[src/rtl/risc_pkg.sv]
// Shared definitions for the 16-bit RISC core and its program loader.
//   PKG_W      : instruction word width
//   CORE_AW    : instruction memory address width (matches the core PC width)
//   SYNC_BYTE  : frame start byte for the program loader
//   loader_state_t : 3-bit loader FSM encodings (IDLE..RUN); 6 and 7 are unused
package risc_pkg;

    localparam int           PKG_W     = 16;
    localparam int           CORE_AW   = PKG_W - 8;
    localparam logic [7:0]   SYNC_BYTE = 8'hA5;

    typedef enum logic [2:0] {
        ST_IDLE = 3'd0,
        ST_LEN  = 3'd1,
        ST_HI   = 3'd2,
        ST_LO   = 3'd3,
        ST_CHK  = 3'd4,
        ST_RUN  = 3'd5
    } loader_state_t;

endpackage

[src/rtl/risc_prog_loader.sv]
// Byte-stream program loader for the 16-bit RISC core.
// Accepts a framed image (SYNC, LEN=N-1, 2*N data bytes high byte first, CHK),
// writes each assembled word to instruction memory starting at address 0,
// then releases the core via cpu_run if the XOR checksum matches.
//
// Handshake: a byte is consumed on a rising edge where in_valid && in_ready.
// in_ready is a pure function of state (high in IDLE..CHK, low in RUN), so the
// loader never stalls a frame; in_valid gaps simply hold the FSM.
//
// Ports:
//   clk          : clock, all state changes on rising edge
//   reset        : asynchronous active-low reset
//   in_data      : stream byte
//   in_valid     : in_data valid
//   in_ready     : loader accepts a byte
//   imem_we      : one-cycle instruction-memory write strobe (registered)
//   imem_addr    : write address (registered)
//   imem_wdata   : write data (registered)
//   cpu_run      : core enable, held until reset
//   err          : sticky checksum error, cleared by the next SYNC
//   state        : current FSM state, for debug
//   words_loaded : words written in the current frame
module risc_prog_loader
    import risc_pkg::*;
#(
    parameter int         W    = PKG_W,
    parameter int         AW   = CORE_AW,
    parameter logic [7:0] SYNC = SYNC_BYTE
) (
    input  logic          clk,
    input  logic          reset,
    input  logic [7:0]    in_data,
    input  logic          in_valid,
    output logic          in_ready,
    output logic          imem_we,
    output logic [AW-1:0] imem_addr,
    output logic [W-1:0]  imem_wdata,
    output logic          cpu_run,
    output logic          err,
    output logic [2:0]    state,
    output logic [AW:0]   words_loaded
);

    loader_state_t st_q, st_d;

    logic [7:0] hi_q;    // high byte of the word being assembled
    logic [7:0] len_q;   // N-1, index of the last word in the frame
    logic [7:0] chk_q;   // running XOR of LEN and data bytes

    logic fire;
    logic last_word;

    assign fire  = in_valid && in_ready;
    assign state = st_q;

    // words_loaded is the index of the word currently being written, so the
    // frame ends when that index reaches LEN (= N-1).
    assign last_word = (words_loaded[AW-1:0] == len_q);

    // State register
    always_ff @(posedge clk or negedge reset) begin
        if (!reset) begin
            st_q <= ST_IDLE;
        end else begin
            st_q <= st_d;
        end
    end

    // Next state and in_ready
    always_comb begin
        st_d     = st_q;
        in_ready = 1'b0;
        case (st_q)
            ST_IDLE: begin
                in_ready = 1'b1;
                if (fire && in_data == SYNC) st_d = ST_LEN;
            end
            ST_LEN: begin
                in_ready = 1'b1;
                if (fire) st_d = ST_HI;
            end
            ST_HI: begin
                in_ready = 1'b1;
                if (fire) st_d = ST_LO;
            end
            ST_LO: begin
                in_ready = 1'b1;
                if (fire) st_d = last_word ? ST_CHK : ST_HI;
            end
            ST_CHK: begin
                in_ready = 1'b1;
                if (fire) st_d = (in_data == chk_q) ? ST_RUN : ST_IDLE;
            end
            ST_RUN: begin
                st_d = ST_RUN;
            end
            default: begin
                st_d = ST_IDLE;
            end
        endcase
    end

    // Datapath: word assembly, checksum, counters and registered write port
    always_ff @(posedge clk or negedge reset) begin
        if (!reset) begin
            hi_q         <= 8'h00;
            len_q        <= 8'h00;
            chk_q        <= 8'h00;
            imem_we      <= 1'b0;
            imem_addr    <= '0;
            imem_wdata   <= '0;
            cpu_run      <= 1'b0;
            err          <= 1'b0;
            words_loaded <= '0;
        end else begin
            imem_we <= 1'b0;
            if (fire) begin
                case (st_q)
                    ST_IDLE: begin
                        if (in_data == SYNC) begin
                            err          <= 1'b0;
                            chk_q        <= 8'h00;
                            words_loaded <= '0;
                        end
                    end
                    ST_LEN: begin
                        len_q <= in_data;
                        chk_q <= in_data;
                    end
                    ST_HI: begin
                        hi_q  <= in_data;
                        chk_q <= chk_q ^ in_data;
                    end
                    ST_LO: begin
                        imem_we      <= 1'b1;
                        imem_addr    <= words_loaded[AW-1:0];
                        imem_wdata   <= {hi_q, in_data};
                        words_loaded <= words_loaded + {{AW{1'b0}}, 1'b1};
                        chk_q        <= chk_q ^ in_data;
                    end
                    ST_CHK: begin
                        if (in_data == chk_q) cpu_run <= 1'b1;
                        else                  err     <= 1'b1;
                    end
                    default: begin
                    end
                endcase
            end
        end
    end

endmodule
[config.mk]
export PLATFORM = sky130hd
export DESIGN_NAME = risc_prog_loader
export DESIGN_NICKNAME = d
export VERILOG_FILES = /design/src/rtl/risc_pkg.sv /design/src/rtl/risc_prog_loader.sv
export SDC_FILE = /design/constraint.sdc
export NUM_CORES = 1
export LEC_CHECK = 0
export CAP_MARGIN = 20
export CORE_MARGIN = 2
export CORE_UTILIZATION = 57
export CTS_CLUSTER_SIZE = 8
export DETAILED_ROUTE_END_ITERATION = 8
export PLACE_DENSITY = 0.86
export SETUP_SLACK_MARGIN = 0.02
export SYNTH_ARGS = -nofsm -noshare
export SYNTH_HDL_FRONTEND = slang
export SYNTH_SLANG_ARGS = --single-unit
[constraint.sdc]
create_clock -name clk -period 3.7 [get_ports clk]
set_clock_uncertainty 0.15 [all_clocks]
set_input_delay 0.555 -clock clk [delete_from_list [all_inputs] [get_ports clk]]
set_output_delay 0.555 -clock clk [all_outputs]
set_load 0.005 [all_outputs]
# == Word level (Yosys, flattened, before mapping) ==
# Cells that the tools add are included.
# classes
n_reduce_logical,16
n_addsub,1
order_cmp,0
n_eq_ne,15
n_mul,0
mux,18
n_div,0
bitwise,1
shifts,0
# ops
op,n
one-hot mux 8 bit (3 select lines),1
2-to-1 mux 3 bit,7
one-hot mux 3 bit (6 select lines),1
one-hot mux 9 bit (2 select lines),1
== test 8 bit,2
!= test 2 bit (second input constant),7
adder 9 x 1 -> 9 bit (second input constant),1
2-to-1 mux 9 bit,1
AND reduction 3 bit,3
== test 8 bit (second input constant),1
2-to-1 mux 8 bit,1
bitwise XOR 8 bit,1
== test 3 x 2 -> 1 bit (second input constant),2
== test 3 bit (second input constant),2
AND reduction 2 bit,3
2-to-1 mux 1 bit,5
AND reduction 5 bit,1
OR reduction 5 bit,1
AND reduction 4 bit,1
nonzero test 2 bit,2
== test 3 x 1 -> 1 bit (second input constant),1
logical NOT 3 bit,1
nonzero test 3 bit,1
logical AND 1 bit,2
other kinds (2),2
# totals
latchBits,0
ff_bits,63
memories,0
ram_bits,0
input_bits,11
out_inout_bits,40
elab_cells,61
mem_bits_ro,0

# == Logic depth before layout (Yosys ltp) ==
# Gate-level depths: netlist (run 1).
# logic_depth
word_depth,7
mapped_depth,6
mapped_depth_nobuf,5

# == Least setup slack after synthesis (run 1) ==
# No wires, ideal clock.
# synth_path
path_type,input to register
from,in in_valid
to,reg hi_q[0]
setup_ns,0.125
cell_stages,4
slack_ns,1.864
t_arrival_ns,1.561
path_cell_list,buf_2 -> nand2b_1 -> nor3_2 -> mux2_2
# synth_between
elab_chain_len,2
# synth_lines
element,line,rtl
from (decl),risc_prog_loader.sv:33,"input logic in_valid,"
logical AND 1 bit,risc_prog_loader.sv:53,assign fire = in_valid && in_ready;
AND reduction 2 bit (no line),-,
to (signal assigned),risc_prog_loader.sv:131,hi_q <= in_data;
to (decl),risc_prog_loader.sv:46,logic [7:0] hi_q;
# Every way passes these cells.
# A chain may end at the register's enable or synchronous reset.

# == Final worst setup path (run 1) ==
# layout_path
from,in in_valid
to,reg hi_q[3]
# The elaborated chain is that of the path after synthesis.

==> results of run 1 <==
==> critical path: stages <==
cell and delay, ns:
clkdlybuf4s50_1 0.87, nand2b_1 0.24, nor3_2 0.55, mux2_2 0.41
==> cell usage in the layout, fill, tap and decap left out, types with 2 or more instances in the layout <==
| cell | n |
|---|---|
| a21oi_1 | 3 |
| nand3_1 | 4 |
| clkbuf_8 | 10 |
| clkdlybuf4s50_1 | 49 |
| nor4_1 | 3 |
| and2_1 | 2 |
| o21ai_0 | 28 |
| nor3_1 | 3 |
| nor2_1 | 6 |
| nand2_1 | 90 |
| buf_4 | 3 |
| xnor2_1 | 8 |
| a32oi_1 | 6 |
| clkinv_4 | 2 |
| o21ai_1 | 2 |
| mux2_2 | 16 |
| nor2b_1 | 10 |
| xor2_1 | 2 |
| a31oi_1 | 2 |
| inv_1 | 5 |
| dfrtp_1 | 63 |
| nand4_1 | 4 |
| nand2b_1 | 2 |
| and2b_1 | 2 |
| o31ai_1 | 4 |
| and3_1 | 3 |
==> power by group <==
group          internal, W  switching, W  leakage [nW]  total (W)
Combinational     0.000534      0.000456         0.763   0.000990
Clock             0.000332      0.000281         0.103   0.000613
Sequential        0.000949      0.000235         0.796    0.00118
Total              0.00182      0.000971          1.66    0.00279
==> area by class of cell <==
cell class / count / area, um^2
flip-flops and latches: 63 / 1577
fillers: 403 / 1368
multi-input cells: 220 / 1300
repair buffers: 53 / 518.0
clock buffers: 10 / 137.6
well taps: 70 / 87.58
clock inverters: 6 / 68.82
inverters: 5 / 18.77
==> kinds of logic after synthesis <==
kind of cell	Yosys count
AOI/OAI and AO/OA	55
xor gates and xnor gates	10
adders and majority gates	1
buffers and inverters	20
DFF	63
muxes	16
and+or+nand+nor	138
==> path summary, 6_finish.rpt <==
check,from,to,depth (start not counted)
worst max register to register,state[1]$_DFFE_PN0P_,words_loaded[7]$_DFFE_PN0P_,6
max in group asynchronous,reset,chk_q[0]$_DFFE_PN0P_,2
worst min-delay path,reset,imem_wdata[4]$_DFFE_PN0P_,1
worst max-delay path,in_valid,hi_q[3]$_DFFE_PN0P_,4
min in group clk,hi_q[7]$_DFFE_PN0P_,imem_wdata[15]$_DFFE_PN0P_,2
worst min register to register,hi_q[7]$_DFFE_PN0P_,imem_wdata[15]$_DFFE_PN0P_,2
==> metrics by stage <==
step | cell area (um^2) | utilization | setup WS, ns
floorplan | 2968 | - | 1.864
CTS | 3707 | 0.7305 | 1.200
detailed placement | 3501 | 0.6898 | 0.7999
global route | 3707 | 0.7305 | 0.9828
global placement | 3501 | 0.6898 | 0.9302
finish | 3707 | 0.7305 | 1.149
==> flip-flops by register name, summed over array words and instances (netlist names) <==
register / count
hi_q: 8
imem_addr: 8
cpu_run: 1
err: 1
state: 3
len_q: 8
imem_we: 1
imem_wdata: 16
chk_q: 8
words_loaded: 9
==> metal layers <==
layer | GRT usage | vias up | part of all wire
li1 | - | 1137 | -
met1 | 0.3389 | 1170 | 0.45
met2 | 0.4188 | 64 | 0.49
met3 | 0.05095 | 8 | 0.049
met4 | 0.1000 | 0 | 0.013
met5 | 0 | - | 0
==> results by group, run 1 <==
Status
  – Status: completed

Cells and area
  – NumNets Final: about 360
  – Layout area overhead: 24.92%
  – Antenna Cells: 0
  – Post-Layout Cell Count: between 400 and 500
  – Layout cell share with drive strength beyond 1: 0.1232

Floorplanning
  – I/O pins: 51
  – Initial Utilization: 0.5848
  – Chip height: about 76 um
  – Core region area: between 5000 and 6000 um^2
  – FP Rows: 26
  – Die X: approximately 76 um
  – Die area: a little under 6000 um^2

Clock network
  – Clk slew on worst S/H paths: ~0.070 ns
  – CTS sink cnt: 63
  – Root Buffer: clkbuf_8
  – Setup Fix Bufs, Post-CTS: 0
  – Resize count post-CTS: 0
  – Worst-skew pair later-pin latency: approximately 0.34 ns
  – CTS Buf Count: 9
  – CTS tree: done
  – Clk buf depth: 2
  – Hold-fix buffer count after cts: 0
  – H-tree depth: 3

Place
  – Final Wtd Congestion: about 0.86
  – Dpl cells: between 400 and 500
  – DP HPWL: around 4.6 mm
  – Port bufs: 50

Logic synthesis
  – Mean Syn Cell Area: ~9.8 um^2
  – Distinct cell type count after synthesis: 47
  – Yosys synthesis warning count: 0
  – Cells after synthesis: ~300
  – Largest cells by area after synthesis: dfrtp_1, nand2_1, mux2_2
  – #FFs+latches synth: between 60 and 70
  – Synth Flop Type: dfrtp_1
  – Largest family of logic cells by synthesized area: simple AND/OR/NAND/NOR gates
  – Synth async-reset ratio: 1.000
  – Post-synthesis sequential area ratio: 0.5312
  – Synthesized area: approximately 3000 um^2
  – Synth Area in XOR/XNOR: 0.02951
  – Synth top area share: 0.5312
  – Area share of fa/ha/maj cells after synthesis: 0.004216
  – Synth top cells by count: nand2_1, dfrtp_1, o21ai_0
  – Post-synthesis mux area share: 0.06071
  – Most common cell in the netlist: nand2_1
  – Largest area contributor in the netlist: dfrtp_1
  – Post-Synth Simple-Gate Area: 0.2201
  – Complex-gate fraction of the synthesized area: 0.1235
  – Post-synth EDFFs: 0
  – Synth Net Count: 315

Timing
  – Setup_tns: 0 ns
  – Fmax: between 300 and 400 MHz
  – Final Cycle Share: 0.6896
  – Worst rel slew slack: 0.5626
  – Hold Slack: roughly 0.045 ns
  – Tmin final: 2.551 ns
  – Setup violations, final: 0
  – Final slew viol count: 0
  – Least-Margin Pin Slew: about 0.65 ns
  – Final Hold Viols: 0
  – RSZ-0062 raised after global routing: false

Setup path
  – Setup crit start kind: input port
  – Crit path max fanout: 17
  – CP Data Arrival Time: roughly 2.6 ns
  – CP Capture Type: flip-flop
  – CP required: around 3.8 ns
  – Reg2Reg Setup Slack: roughly 1.3 ns
  – Worst setup path class: in -> reg

GRT
  – GRT Overall Usage: 0.2557
  – Total gr overflow: 0
  – Initial antenna violation count: 0
  – Largest net degree at the start of global routing: 41
  – Vias in the first global route: roughly 2300
  – First-pass GRT wire length: roughly 12 mm

Routing
  – Pre-antenna DRT Iters: 4
  – Average vias per placed instance: ~5.6
  – Via count: ~2400
  – DRT iter0 DRCs: about 150
  – DR WL/cell: between 15 and 20 um
  – Remaining DRCs: 0
  – Detailed Route WL: roughly 6.8 mm
  – Routed Antenna Nets: 0

Pwr
  – Pwr Total: around 0.0028 W
  – VDD IR max: around 460 uV
  – Power Density: 752.0 nW/um^2
  – Leak Pwr: approximately 1.7 nW

Flow run
  – Number of max-cap violations: 0

Min path
  – HP Class: in -> async
Power figures use the tool's default switching activity.
==> run 2: changes to the inputs <==
- CORE_UTILIZATION: 57 -> 47
- PLACE_DENSITY: 0.86 -> 0.76
- clock period: 3.7 -> 2.1 ns (I/O delays scaled with it)
==> run 2 against run 1 <==
Flip-flop and latch count unchanged. Sequential power increased by 71%. Count of clock-buffer cells in the layout increased by 4. Die area increased by 20%. Non-clock buffer count grew 30. Largest cell class unchanged. Largest power group unchanged. Highest routed layer unchanged.
==> results by group, run 2 (same netlist as run 1, synthesis figures left out) <==
Floorplanning
  – Initial Utilization: 0.4925 (-0.09229)
  – I/O pins: 51 (unchanged)
  – Die X: 83.47 um (+9.6%)
  – Core region area: 6026 um^2 (+19%)
  – Die area: 6966 um^2 (+20%)
  – FP Rows: 28 (+7.7%)
  – Chip height: 83.47 um (+9.6%)

Cells and area
  – Antenna Cells: 0 (unchanged)
  – Commonest cells after routing, fill and taps aside: nand2_1, dfrtp_1, clkdlybuf4s50_1
  – NumNets Final: 394 (+8.2%)
  – Largest regs: imem_wdata x16, words_loaded x9
  – Most flops, register: imem_wdata
  – Design area: 3988 um^2 (+7.6%)
  – Post-layout util: 0.6618 (-0.06877)
  – Layout cell share with drive strength beyond 1: 0.1912 (+0.06797)
  – Layout area overhead: 34.36%
  – Flip-flop count of the largest register after layout: 16 (unchanged)
  – Most common cell after layout, fill and taps aside: nand2_1

Routing
  – Detailed Route WL: 7.301 mm (+6.8%)
  – DRT iter0 DRCs: 178 (+23%)
  – Remaining DRCs: 0 (unchanged)
  – Via count: 2476 (+4.1%)
  – DR WL/cell: 15.80 um (-1.3%)
  – Average vias per placed instance: 5.359 (-3.8%)
  – Routed Antenna Nets: 0 (unchanged)
  – Pre-antenna DRT Iters: 4 (unchanged)

Place
  – Setup WS pre-CTS: -0.1883 ns (-0.9882 ns)
  – Cell Area, Placed: 3742 um^2 (+6.9%)
  – DP HPWL: 5.063 mm (+11%)
  – Port bufs: 50 (unchanged)
  – Final Wtd Congestion: 0.8873 (+3.3%)

Timing
  – Least-Margin Pin Slew: 0.3980 ns (-0.2545 ns)
  – Final Cycle Share: 0.9344
  – Tmin final: around 2.0 ns
  – Setup_tns: 0 ns (unchanged)
  – RSZ-0062 raised after global routing: false
  – Worst rel slew slack: 0.7338 (+0.1712)
  – Final Hold Viols: 0 (unchanged)
  – Setup violations, final: 0 (unchanged)
  – Fmax: approximately 510 MHz
  – Setup WS post-layout: 0.1379 ns (-1.011 ns)
  – Final slew viol count: 0 (unchanged)

Setup path
  – CP Capture Type: flip-flop
  – CP required: 2.19 ns (-1.59 ns)
  – Worst-path cell chain: clkdlybuf4s50_1 -> nor4b_4 -> a21boi_1 -> or2_1 -> o21a_1 -> o32ai_1
  – RR Endpoint: state[2]$_DFFE_PN0P_
  – Crit path max fanout: 9 (-8)
  – CP Capture Point: state[2]$_DFFE_PN0P_
  – Reg2Reg Setup Slack: 0.29 ns (-1.04 ns)
  – Slowest CP cell: clkdlybuf4s50_1
  – Worst setup path class: in -> reg
  – Length in cells of the worst reg-to-reg path: 6 (unchanged)
  – CP startpoint: in_data[6]
  – CP Data Arrival Time: 2.05 ns (-0.58 ns)
  – Setup crit start kind: input port
  – R2r startpoint: state[1]$_DFFE_PN0P_
  – Critical path's largest stage delay: 0.61 ns (-0.26 ns)

GRT
  – Initial antenna violation count: 0 (unchanged)
  – GRT Overall Usage: 0.2190 (-0.03665)
  – First-pass GRT wire length: 12.05 mm (+4.5%)
  – Total gr overflow: 0 (unchanged)
  – Largest net degree at the start of global routing: 64 (+56%)
  – Vias in the first global route: 2441 (+4.3%)

Pwr
  – Power Density: 1294 nW/um^2 (+72%)
  – VDD IR max: 692.9 uV (+49%)
  – Leak Pwr: 1.827 nW (+10%)

Flow run
  – Number of max-cap violations: 0 (unchanged)

Clock network
  – Worst-skew pair later-pin latency: 0.34 ns (about the same)
  – CTS Buf Count: 9 (unchanged)
  – H-tree depth: 3 (unchanged)
  – Root Buffer: clkbuf_8
  – Clk buf depth: 2 (unchanged)
  – CTS sink cnt: 63 (unchanged)
  – Clk slew on worst S/H paths: 0.07 ns (about the same)
  – CTS tree: done

Status
  – Status: completed

Min path
  – HP Class: reg -> reg
run 2: how the worst min path moves through the flow:
stage,startpoint,to,slack [ns],depth (start not counted)
4_1_cts,hi_q[0]$_DFFE_PN0P_,imem_wdata[8]$_DFFE_PN0P_,0.32,2
3_3_place_gp,reset,imem_addr[2]$_DFFE_PN0P_,0.20,2
2_1_floorplan,reset,chk_q[0]$_DFFE_PN0P_,-0.13,0
3_5_place_dp,reset,imem_addr[2]$_DFFE_PN0P_,0.21,2
6_report,hi_q[0]$_DFFE_PN0P_,imem_wdata[8]$_DFFE_PN0P_,0.32,2
5_1_grt,cpu_run$_DFFE_PN0P_,cpu_run$_DFFE_PN0P_,0.35,1
run 2: power breakdown:
group | leakage, nW | internal [W] | switching (W)
clock network | 0.119 | 0.000709 | 0.000463
registers | 0.795 | 0.00168 | 0.000346
logic | 0.914 | 0.00107 | 0.000896
total | 1.83 | 0.00346 | 0.00170
run 2: critical path: cells and delay by family:
kind / cells / cell delay (ns)
simple gates: 2 / 0.71
buf+inv: 1 / 0.61
compound gates: 3 / 0.40
run 2: cell type report:
cell class / count / area [um^2]
Clock buffer: 14 / 192.7
Clock inverter: 2 / 35.03
Fill cell: 483 / 2038
Inverter: 5 / 18.77
Multi-Input combinational cell: 220 / 1300
Sequential cell: 63 / 1578
Tap cell: 75 / 93.84
Timing Repair Buffer: 83 / 769.5
run 2: metal layers:
layer  wire, um  part of all wire  GRT usage
met2       3382              0.46     0.3453
met3        387             0.053    0.03561
met1       3430              0.47     0.3065
met5          0                 0          0
met4        101             0.014    0.08211
run 2: timing repair:
| action | CTS | global route |
|---|---|---|
| setup buffers | 1 | 0 |
| setup endpoints to repair | 1 | 0 |
| endpoints found under the hold margin | 63 | 0 |
| resized for setup | 2 | 0 |
| hold buffers | 1 | 0 |
run 2: per-stage QoR:
stage	total power, W	cells	hold WS, ns
2_1_floorplan	0.003077	303	-0.1306
3_3_place_gp	0.003933	444	0.2030
3_5_place_dp	0.003988	444	0.2066
4_1_cts	0.005193	462	0.3221
5_1_grt	0.005495	462	0.3455
6_report	0.005162	462	0.3174
